[src/rtl/step_ctrl_if.sv]
`default_nettype none
// step_ctrl_if: button pulses, CPU status and breakpoint setup into the step
// controller, plus the clock-enable and display status coming back out.
interface step_ctrl_if #(
    parameter int CNT_W = 16
);
    logic             step_pulse;
    logic             run_pulse;
    logic             halt;
    logic [15:0]      pc;
    logic             bp_en;
    logic [15:0]      bp_addr;
    logic             cpu_en;
    logic [1:0]       state;
    logic             bp_hit;
    logic [CNT_W-1:0] cycle_cnt;

    modport master (
        output step_pulse, run_pulse, halt, pc, bp_en, bp_addr,
        input  cpu_en, state, bp_hit, cycle_cnt
    );

    modport slave (
        input  step_pulse, run_pulse, halt, pc, bp_en, bp_addr,
        output cpu_en, state, bp_hit, cycle_cnt
    );
endinterface
`default_nettype wire

[src/rtl/step_ctrl.sv]
`default_nettype none
// step_ctrl: debug execution controller producing the CPU clock-enable for
// single-step, divided free run, halt and break-before-execute.
module step_ctrl #(
    parameter int RUN_DIV = 1,
    parameter int CNT_W   = 16
) (
    input  logic       clk,
    input  logic       rst_n,
    step_ctrl_if.slave bus
);
    typedef enum logic [1:0] {
        S_IDLE = 2'b00,
        S_STEP = 2'b01,
        S_RUN  = 2'b10,
        S_HALT = 2'b11
    } state_t;

    localparam logic [15:0] DIV_LAST = 16'(RUN_DIV - 1);

    state_t           state_q;
    logic [15:0]      div_q;
    logic             first_q;
    logic             cpu_en_q;
    logic             bp_hit_q;
    logic [CNT_W-1:0] cnt_q;
    logic [CNT_W-1:0] cnt_d;
    logic             slot;
    logic             bp_break;

    assign slot     = (div_q == DIV_LAST);
    // The first slot after entering RUN always issues so a run can leave a breakpoint.
    assign bp_break = bus.bp_en && (bus.pc == bus.bp_addr) && !first_q;

    always_ff @(posedge clk or negedge rst_n) begin
        if (!rst_n) begin
            state_q  <= S_IDLE;
            div_q    <= 16'd0;
            first_q  <= 1'b0;
            cpu_en_q <= 1'b0;
            bp_hit_q <= 1'b0;
        end else begin
            cpu_en_q <= 1'b0;
            case (state_q)
                S_IDLE: begin
                    if (bus.halt) begin
                        state_q <= S_HALT;
                    end else if (bus.run_pulse) begin
                        state_q  <= S_RUN;
                        div_q    <= 16'd0;
                        first_q  <= 1'b1;
                        bp_hit_q <= 1'b0;
                    end else if (bus.step_pulse) begin
                        state_q  <= S_STEP;
                        cpu_en_q <= 1'b1;
                        bp_hit_q <= 1'b0;
                    end
                end
                S_STEP: begin
                    state_q <= S_IDLE;
                end
                S_RUN: begin
                    if (bus.halt) begin
                        state_q <= S_HALT;
                    end else if (bus.run_pulse) begin
                        state_q <= S_IDLE;
                    end else begin
                        div_q <= slot ? 16'd0 : div_q + 16'd1;
                        if (slot) begin
                            first_q <= 1'b0;
                            if (bp_break) begin
                                bp_hit_q <= 1'b1;
                                state_q  <= S_IDLE;
                            end else begin
                                cpu_en_q <= 1'b1;
                            end
                        end
                    end
                end
                S_HALT: begin
                    state_q <= S_HALT;
                end
            endcase
        end
    end

    always_comb begin
        cnt_d = cnt_q;
        if (cpu_en_q && (cnt_q != {CNT_W{1'b1}})) begin
            cnt_d = cnt_q + CNT_W'(1);
        end
    end

    always_ff @(posedge clk or negedge rst_n) begin
        if (!rst_n) begin
            cnt_q <= '0;
        end else begin
            cnt_q <= cnt_d;
        end
    end

    assign bus.cpu_en    = cpu_en_q;
    assign bus.state     = state_q;
    assign bus.bp_hit    = bp_hit_q;
    assign bus.cycle_cnt = cnt_q;
endmodule
`default_nettype wire

[src/flat_wrapper.sv]
// flat-port wrapper written by rule: the top's interface ports become plain ports
module step_ctrl_flat 
#(
    parameter int RUN_DIV = 1,
    parameter int CNT_W   = 16
)
  (clk, rst_n, bus_step_pulse, bus_run_pulse, bus_halt, bus_pc, bus_bp_en, bus_bp_addr, bus_cpu_en, bus_state, bus_bp_hit, bus_cycle_cnt);
  step_ctrl_if #(.CNT_W(CNT_W)) bus_i ();
  input  logic clk;
  input  logic rst_n;
  input wire logic [$bits(bus_i.step_pulse)-1:0] bus_step_pulse;
  input wire logic [$bits(bus_i.run_pulse)-1:0] bus_run_pulse;
  input wire logic [$bits(bus_i.halt)-1:0] bus_halt;
  input wire logic [$bits(bus_i.pc)-1:0] bus_pc;
  input wire logic [$bits(bus_i.bp_en)-1:0] bus_bp_en;
  input wire logic [$bits(bus_i.bp_addr)-1:0] bus_bp_addr;
  output wire logic [$bits(bus_i.cpu_en)-1:0] bus_cpu_en;
  output wire logic [$bits(bus_i.state)-1:0] bus_state;
  output wire logic [$bits(bus_i.bp_hit)-1:0] bus_bp_hit;
  output wire logic [$bits(bus_i.cycle_cnt)-1:0] bus_cycle_cnt;
  assign bus_i.step_pulse = bus_step_pulse;
  assign bus_i.run_pulse = bus_run_pulse;
  assign bus_i.halt = bus_halt;
  assign bus_i.pc = bus_pc;
  assign bus_i.bp_en = bus_bp_en;
  assign bus_i.bp_addr = bus_bp_addr;
  assign bus_cpu_en = bus_i.cpu_en;
  assign bus_state = bus_i.state;
  assign bus_bp_hit = bus_i.bp_hit;
  assign bus_cycle_cnt = bus_i.cycle_cnt;
  step_ctrl #(.RUN_DIV(RUN_DIV), .CNT_W(CNT_W)) u_core (.clk(clk), .rst_n(rst_n), .bus(bus_i));
endmodule
[config.mk]
export PLATFORM = sky130hd
export DESIGN_NAME = step_ctrl_flat
export DESIGN_NICKNAME = d
export VERILOG_FILES = /design/src/rtl/step_ctrl_if.sv /design/src/rtl/step_ctrl.sv /design/src/flat_wrapper.sv
export SDC_FILE = /design/constraint.sdc
export NUM_CORES = 1
export LEC_CHECK = 0
export BUFFER_PORTS_ARGS = -buffer_cell sky130_fd_sc_hd__buf_2
export CORE_MARGIN = 3
export CORE_UTILIZATION = 47
export DETAILED_ROUTE_END_ITERATION = 7
export GPL_ROUTABILITY_DRIVEN = 0
export GPL_TIMING_DRIVEN = 0
export MAX_ROUTING_LAYER = met4
export PLACE_DENSITY_LB_ADDON = 0.08
export SYNTH_ARGS = -nofsm -noshare
export SYNTH_HDL_FRONTEND = slang
export SYNTH_SLANG_ARGS = --single-unit
export TNS_END_PERCENT = 100
[constraint.sdc]
create_clock -name clk -period 1.8 [get_ports clk]
set_clock_uncertainty 0.2 [all_clocks]
set_input_delay 0.27 -clock clk [delete_from_list [all_inputs] [get_ports clk]]
set_output_delay 0.27 -clock clk [all_outputs]
set_load 0.01 [all_outputs]
## Word-level counts from Yosys, hierarchy flattened

Index checks and enable logic that the tools add are counted.

| word-level totals | value |
|---|---|
| flip-flop bits (word level) | 37 |
| input bits | 38 |
| output and inout port bits | 20 |
| logic and storage cells | 70 |

| cells by class | value |
|---|---|
| add/subtract/negate cells | 2 |
| equal/unequal tests | 15 |
| mux-type cells | 36 |
| reduce and logical (&&, ||, !) cells | 11 |

Operators by type and width:

| cell | count |
|---|---|
| two-way mux 16 bit | 5 |
| adder 16 x 1 -> 16 bit, second input constant | 2 |
| case mux 16 bit (2 select lines) | 1 |
| two-way mux 1 bit | 19 |
| equality test 16 bit | 1 |
| logical NOT 16 bit | 1 |
| inequality test 16 bit, second input constant | 1 |
| two-way mux 2 bit | 7 |
| inequality test 2 bit, second input constant | 4 |
| inequality test 4 x 3 -> 1 bit, second input constant | 2 |
| case mux 2 bit (4 select lines) | 1 |
| AND reduction 7 bit | 1 |
| case mux 1 bit (2 select lines) | 3 |
| AND reduction 6 bit | 1 |
| AND reduction 5 bit | 1 |
| equality test 2 bit, second input constant | 2 |
| inequality test 2 x 1 -> 1 bit, second input constant | 2 |
| inequality test 4 bit, second input constant | 1 |
| logical AND 1 bit | 3 |
| inequality test 3 bit, second input constant | 1 |
| AND reduction 3 bit | 1 |
| equality test 2 x 1 -> 1 bit, second input constant | 1 |
| logical NOT 2 bit | 1 |
| nonzero test 2 bit | 1 |
| logical NOT 1 bit | 1 |

## Longest topological paths before layout

Gate-level depths: netlist of run 1.

| logic depth | value |
|---|---|
| word-level depth | 8 |
| depth in mapped cells | 8 |
| gate-level depth less buffers | 7 |

## Least setup slack after synthesis of run 1

OpenSTA, ideal clock, no wires.

| path | value |
|---|---|
| kind | register -> register |
| start | reg u_core.cnt_q[7] (netlist: u_core.bus.cycle_cnt[7]) |
| end | reg u_core.cnt_q[1] (netlist: u_core.bus.cycle_cnt[1]) |
| library setup time | 0.125 ns |
| arrival | 1.578 ns |
| data required time | 1.475 ns |
| setup slack | -0.102 ns |
| stages on the path, launching flop included | 7 |
| buffers on the path | 1 |
| clock period less this slack | 1.902 ns |
| cells stage by stage | dfrtp_1 -> and3_1 -> buf_2 -> nor3b_2 -> nand3_1 -> nand2_1 -> mux2_2 |

| on the way | value |
|---|---|
| longest elaborated chain between the ends | 2 |

Ends and longest elaborated chain:

| what | line | source |
|---|---|---|
| start, declared | step_ctrl.sv:26 | `logic [CNT_W-1:0] cnt_q;` |
| start signal, assigned | step_ctrl.sv:98 | `cnt_q <= cnt_d;` |
| inequality test 16 bit | step_ctrl.sv:89 | `if (cpu_en_q && (cnt_q != {CNT_W{1'b1}})) begin` |
| logical AND 1 bit | step_ctrl.sv:89 |  |

No other way between the ends.
A chain may end at the register's enable or synchronous reset.

## Worst setup path after layout of run 1

| path | value |
|---|---|
| start | reg u_core.div_q[10] |
| end | reg u_core.div_q[9] |

| on the way | value |
|---|---|
| longest elaborated chain between the ends | 5 |

Ends and longest elaborated chain:

| what | line | source |
|---|---|---|
| start, declared | step_ctrl.sv:22 | `logic [15:0] div_q;` |
| start signal, assigned | step_ctrl.sv:68 | `div_q <= slot ? 16'd0 : div_q + 16'd1;` |
| logical NOT 16 bit | step_ctrl.sv:31 | `assign slot = (div_q == DIV_LAST);` |
| two-way mux 16 bit | step_ctrl.sv:68 |  |
| two-way mux 16 bit | step_ctrl.sv:65 | `end else if (bus.run_pulse) begin` |
| two-way mux 16 bit | step_ctrl.sv:63 | `if (bus.halt) begin` |
| case mux 16 bit (2 select lines) | step_ctrl.sv:44 | `case (state_q)` |

No other way between the ends. The select of a mux whose other input is x is not followed.

==> results of run 1 <==
[placed cells by master (no fill, tap or decap), drive strengths merged, types with 2 or more instances in the layout]
cell type,netlist,final
or3,4,4
nor4,9,9
ha,3,3
mux2,2,2
a21oi,14,14
buf,5,85
nor2,19,19
dfrtp,37,37
xor2,27,27
and3,10,10
clkbuf,0,6
nand2,15,15
o21ai,8,8
nand4,5,5
nor3,7,7
nand3b,2,2
nand3,16,16
inv,7,7
nor3b,3,3
a31oi,2,2
o21a,2,2
xnor2,8,8
[synth_stat cells]
cell type / instances / area share, %
nor3_4: 2 / 1.6
xor2_1: 27 / 11
a21o_1: 1 / 0.36
and4_1: 1 / 0.42
ha_1: 3 / 1.8
and3_2: 1 / 0.36
xnor2_2: 1 / 0.78
buf_2: 3 / 0.72
o21bai_1: 1 / 0.36
nand2b_1: 1 / 0.30
o21a_1: 2 / 0.72
o21ai_0: 8 / 1.9
or3_2: 1 / 0.36
nand4_1: 5 / 1.5
o2111a_1: 1 / 0.54
dfrtp_1: 37 / 44
nor4_1: 9 / 2.7
nand3b_1: 2 / 0.72
mux2_2: 2 / 1.1
nand3_1: 16 / 3.8
nor3_1: 5 / 1.2
o211ai_1: 1 / 0.36
nor2b_1: 1 / 0.30
inv_1: 7 / 1.3
or2_4: 1 / 0.42
xnor2_1: 7 / 2.9
nor2_1: 19 / 3.4
nor3b_1: 2 / 0.72
nand4b_1: 1 / 0.42
and3_1: 9 / 2.7
nand2_2: 1 / 0.30
o31ai_1: 1 / 0.36
nand2_1: 14 / 2.5
a211oi_1: 1 / 0.36
a31oi_1: 2 / 0.60
a21oi_1: 14 / 3.4
a22o_1: 1 / 0.42
a2bb2oi_1: 1 / 0.42
buf_4: 2 / 0.72
nor3b_2: 1 / 0.60
or3_1: 3 / 0.90
[report_power, final]
| group | switching [uW] | internal, uW | total (uW) |
|---|---|---|---|
| Combinational | 61.7 | 65.9 | 128 |
| Sequential | 4.45 | 834 | 839 |
| Clock | 300 | 450 | 751 |
[final cells by class]
| type | instances | area share (%) |
|---|---|---|
| plain buffers | 5 | 1.52 |
| clock buffers | 6 | 2.78 |
| clock inverters | 2 | 1.26 |
| inverters | 7 | 0.884 |
| multi-input cells | 169 | 43.9 |
| flip-flops and latches | 37 | 31.5 |
| well taps | 50 | 2.11 |
| repair buffers | 81 | 16.1 |
[state kept, by name, summed over array words and instances, names as in the netlist]
| signal | count |
|---|---|
| u_core.first_q | 1 |
| u_core.bus.state | 2 |
| u_core.bus.cycle_cnt | 16 |
| u_core.bus.cpu_en | 1 |
| u_core.bus.bp_hit | 1 |
| u_core.div_q | 16 |
[kinds of logic (layout without fill, tap and decap cells)]
family | Yosys count | in the layout | share of synthesized area, %
AND/OR/NAND/NOR | 95 | 95 | 25.2
flip-flops | 37 | 37 | 44.4
XOR/XNOR | 35 | 35 | 15.0
AO/OA/AOI/OAI | 34 | 34 | 9.77
buffers and inverters | 12 | 101 | 2.70
adder cells (fa/ha/maj) | 3 | 3 | 1.80
multiplexers | 2 | 2 | 1.08
[per-layer routing]
layer	vias to the layer above	part of all wire (%)	GRT usage, %	routed length, um
li1	947	-	-	-
met2	59	48	31.0	2300
met1	884	45	25.9	2170
met5	-	0	-	0
met4	0	0.46	7.38	22
met3	2	6.0	3.31	286
[per-stage QoR]
step,util [%],cells,power [uW]
after global routing,71.7,357,1790
after CTS,66.9,347,1730
final,71.7,357,1720
after floorplan,-,218,900
after detailed placement,59.6,324,969
after global placement,59.6,324,967
[what timing repair did]
item                                    in CTS  in global routing
setup buffers                               13                 11
cloned                                       1                  0
endpoints found under the setup margin      22                 27
pin swaps                                   13                 13
hold endpoints to repair                    37                  0
hold buffers                                 1                  0
gates resized for setup                     18                 31
[worst max-delay path, delay by kind of cell, from the launching register on]
kind / cells / cell delay (ns)
buffers and inverters: 1 / 0.17
DFF: 1 / 0.43
and+or+nand+nor: 5 / 0.99
[final timing paths]
check | endpoint | slack [ns] | depth (start not counted)
min in group asynchronous | u_core.bus.cycle_cnt[6] | 0.41 | 2
setup / recovery | u_core.div_q[9] | -0.09 | 6
hold reg to reg | u_core.bus.cycle_cnt[14] | 0.32 | 1
setup reg to reg | u_core.div_q[9] | -0.09 | 6
max in group asynchronous | u_core.bus.cycle_cnt[0] | 0.43 | 2
hold / removal | u_core.bus.cpu_en | 0.06 | 3
==> impl_metrics.toml, run 1 <==
[status]
status = "finished, violations left"
violations = "setup timing"

[clock_network]
root_buffer = "clkbuf_8"
cts_buffer_depth = 2
cts_tree = "yes"
cts_max_level = 2
clkLatencyLatePin_ns = 0.29
path_clk_slew_ns = 0.07
cts_made_buffers = 5
cts_num_sinks = 37

[min_path]
worstHoldPathType = "input pin to flop"
hold_path.startpoint = "bus_step_pulse"

[worst_setup_path]
cp.arrival_ns = 1.86
cp_data_required_time_ns = 1.78
crit_path_top_delay_cell = "dfrtp_1"
startpoint = "u_core.div_q[10]"
worstSetupStartpointType = "flop"
max_stage_delay_ns = 0.43
crit_chain = "nor4_2, nand4_1, nand3b_1, nor2b_4, buf_6, nor2_1"
crit_fanout = 5
critPathKind = "flop to flop"
endpoint_kind = "flop"
worstReg2RegStart = "u_core.div_q[10]"

[die]
fp.dieH_um = 72.6
dieWidth_um = 72.6
placement_rows = 23
start_util_pct = 50.4
coreArea_um2 = 4140
ioPinCount = 58
die_area_um2 = 5280

[synth]
synthCells = 218
avgSynthCellArea_um2 = 9.57
yosys_warnings = 0
synth_area_um2 = 2090
seq_area_frac_synth_pct = 44.4
synth.ff_latch_count = 37
ys_types = 41
synth_fp_nets = 259

[global_routing]
overflow = 0
grt_util_all_layers_pct = 19.8
antenna_found_initial = 0
grt_pass1_vias = 1805
grt_pass1_wl_um = 8080
grt_max_degree = 38

[routing]
dr_total_vias = 1892
drt_iter0_drc = 119
drc = 0
ant_nets = 0
wl_um = 4780
wl_per_cell_um = 13.4
drt-vias-per-instance = 5.30
drt-pass1-iter-count = 4

[sta]
fin_crit_sh_pct = 105
maxSlewHeadroom_pct = 46.6
fin_crit_ns = 1.89
slew_viol_final = 0
max_clock_freq_mhz = 530
final_hold_viol_count = 0
setup_tns_ns = -0.876
setup_viol = 14
setup_ws_ns = -0.0862
grt_setup_unrepaired = "true"
fin_hold_ws_ns = 0.0588
worst_pin_slew_ns = 0.802

[layout]
nFillCells = 313
multiInputGateArea_um2 = 1300
final_nets = 347
drive_gt1_share_pct = 45.6
regArea_um2 = 936
area_growth_pct = 42.4
finalInstanceArea_um2 = 2970
diodes = 0

[placement]
dpl_cell_area_um2 = 2470
place_hpwl_um = 3160
placement.io_buffers = 56
dp_slack_ns = -0.348

[power_and_ir_drop]
power_density_nw_per_um2 = 578
vdd_ir_drop_max_uv = 359
leakagePower_uw = 0.00145

[run]
drv_cap = 0
No activity file was read; power rests on OpenSTA's default activity.
==> inputs of run 2 (changes only) <==
- PLACE_DENSITY_LB_ADDON: 0.08 -> 0.2
- clock period: 1.8 -> 1.6 ns (I/O delays scaled with it)
==> impl_metrics.toml, run 2 (same netlist as run 1, synthesis figures left out) <==
[worst_setup_path]
cp_data_required_time_ns = 1.58
worstSetupStartpointType = "flop"
crit_family = "simple AND/OR/NAND/NOR gates"
cp_common_cell = "buf_4"
crit_path_top_delay_cell = "dfrtp_2"
reg2reg_depth = 7
endpoint_kind = "flop"
max_stage_delay_ns = 0.45
crit_cells = 7
worst-path-buf-inv = 2
crit_chain = "nor4_2, nand4_1, nand3b_1, buf_4, buf_4, o21bai_1, a21o_1"
cp.arrival_ns = 1.86
critPathKind = "flop to flop"
crit_fanout = 5

[sta]
fin_crit_sh_pct = 117
fin_hold_ws_ns = 0.0381
slew_viol_final = 0
grt_setup_unrepaired = "true"
max_clock_freq_mhz = 535
setup_ws_ns = -0.270
maxSlewHeadroom_pct = 45.5
setup_viol = 26
final_hold_viol_count = 0
worst_pin_slew_ns = 0.818
fin_crit_ns = 1.87

[global_routing]
antenna_found_initial = 0
grt_max_degree = 38
grt_pass1_vias = 1943
overflow = 0
met2_usage_pct = 37.4
busiest_layer = "met2"
grt_use_met3_pct = 3.44
grt_pass1_wl_um = 8490
use_met1_pct = 23.3
grt_util_all_layers_pct = 20.9

[power_and_ir_drop]
p_int_uw = 1360
vdd_ir_drop_max_uv = 472
power_density_nw_per_um2 = 556
leakagePower_uw = 0.00154
pwr-share-comb_pct = 8.2
p_sw_share_pct = 22.8
pwr-share-clk_pct = 38.5
power_switching_uw = 404
seqPwrFrac_pct = 53.3

[die]
coreArea_um2 = 4140
fp.dieH_um = 72.6
ioPinCount = 58
start_util_pct = 50.4
placement_rows = 23
dieWidth_um = 72.6
die_area_um2 = 5280

[routing]
drt_iter0_drc = 88
drt-vias-per-instance = 5.39
ant_nets = 0
wl_per_cell_um = 14.4
drc = 0
wl_um = 5460
drt-pass1-iter-count = 4
dr_total_vias = 2037

[clock_network]
cts_num_sinks = 37
path_clk_slew_ns = 0.08
cts_tree = "yes"
clkLatencyLatePin_ns = 0.29
cts_max_level = 2
cts_buffer_depth = 2
cts_made_buffers = 5
root_buffer = "clkbuf_8"

[layout]
drive_gt1_share_pct = 53.7
multiInputGateArea_um2 = 1370
regArea_um2 = 940
final_nets = 368
final_cell_mix = "57 x buf_2, 42 x buf_4, 26 x xor2_1, 26 x dfrtp_1, 13 x a21oi_1"
final_cells = 378
nFillCells = 290
area_growth_pct = 52.3
diodes = 0
mostFrequentLayoutCell = "buf_2"

[status]
status = "finished, violations left"
violations = "setup timing"

[placement]
dpl.cell_count = 324
dp_slack_ns = -0.401
placement.io_buffers = 56
place_hpwl_um = 3320

[min_path]
holdPathStages = 3
worstHoldPathType = "input pin to flop"

[run]
drv_cap = 0
[run 2: changes by cell type in the layout (fill, tap and decap cells not counted), sizes merged]
cell,change
buf,+21
bufinv,-1
clkbuf,+2
clkinvlp,-1
[run 2: power groups by stage]
stage          registers, uW  clock network, uW  logic [uW]
6_report                 943                681         145
5_1_grt                  943                715         164
4_1_cts                  943                687         143
3_5_place_dp             962                  0         130
3_3_place_gp             962                  0         126
2_1_floorplan            961                  0        52.7
[run 2: per-stage QoR]
| stage | instance area [um2] | total power [uW] | TNS, ns | utilization [%] |
|---|---|---|---|---|
| final | 3180 | 1770 | -4.50 | 76.7 |
| after global routing | 3180 | 1820 | -7.28 | 76.7 |
| after CTS | 2910 | 1770 | -3.49 | 70.3 |
| after detailed placement | 2510 | 1090 | -7.08 | 60.6 |
| after global placement | 2510 | 1090 | -6.45 | 60.6 |
| after floorplan | 2170 | 1010 | -1.83 | - |
[run 2: path summary, 6_finish.rpt]
kind	startpoint	endpoint	slack, ns
setup / recovery	u_core.div_q[9]	u_core.div_q[2]	-0.27
hold / removal	bus_step_pulse	u_core.bus.cpu_en	0.04
setup reg to reg	u_core.div_q[9]	u_core.div_q[2]	-0.27
hold reg to reg	u_core.bus.cycle_cnt[6]	u_core.bus.cycle_cnt[6]	0.33
max in group asynchronous	rst_n	u_core.bus.state[0]	0.24
min in group asynchronous	rst_n	u_core.bus.cycle_cnt[5]	0.37
[run 2: worst register-to-register path, cell delays in order, from the launching register on]
cell and delay, ns:
dfrtp_2 0.45, nor4_2 0.30, nand4_1 0.21, nand3b_1 0.16
buf_4 0.14, buf_4 0.10, o21bai_1 0.06, a21o_1 0.15
[run 2: per-layer routing]
layer  share of wire (%)  vias up
met5                   0        -
met3                 3.3       11
met1                  42      996
li1                    -      991
met4                 1.9        0
met2                  53       39
[run 2: what timing repair did]
item	4_1_cts	5_1_grt
hold endpoints to repair	37	0
buffers inserted	26	20
gates resized for setup	27	35
cloned	1	0
hold buffers	1	0
pin swaps	23	20
setup endpoints to repair	32	36
[run 2: area by class of cell]
type / count / area share [%]
timing repair buffer: 103 / 20.6
multi-input combinational: 169 / 43.1
clock buffer: 8 / 2.83
tap: 50 / 1.97
sequential: 37 / 29.6
inverter: 7 / 0.827
buffer: 4 / 1.10
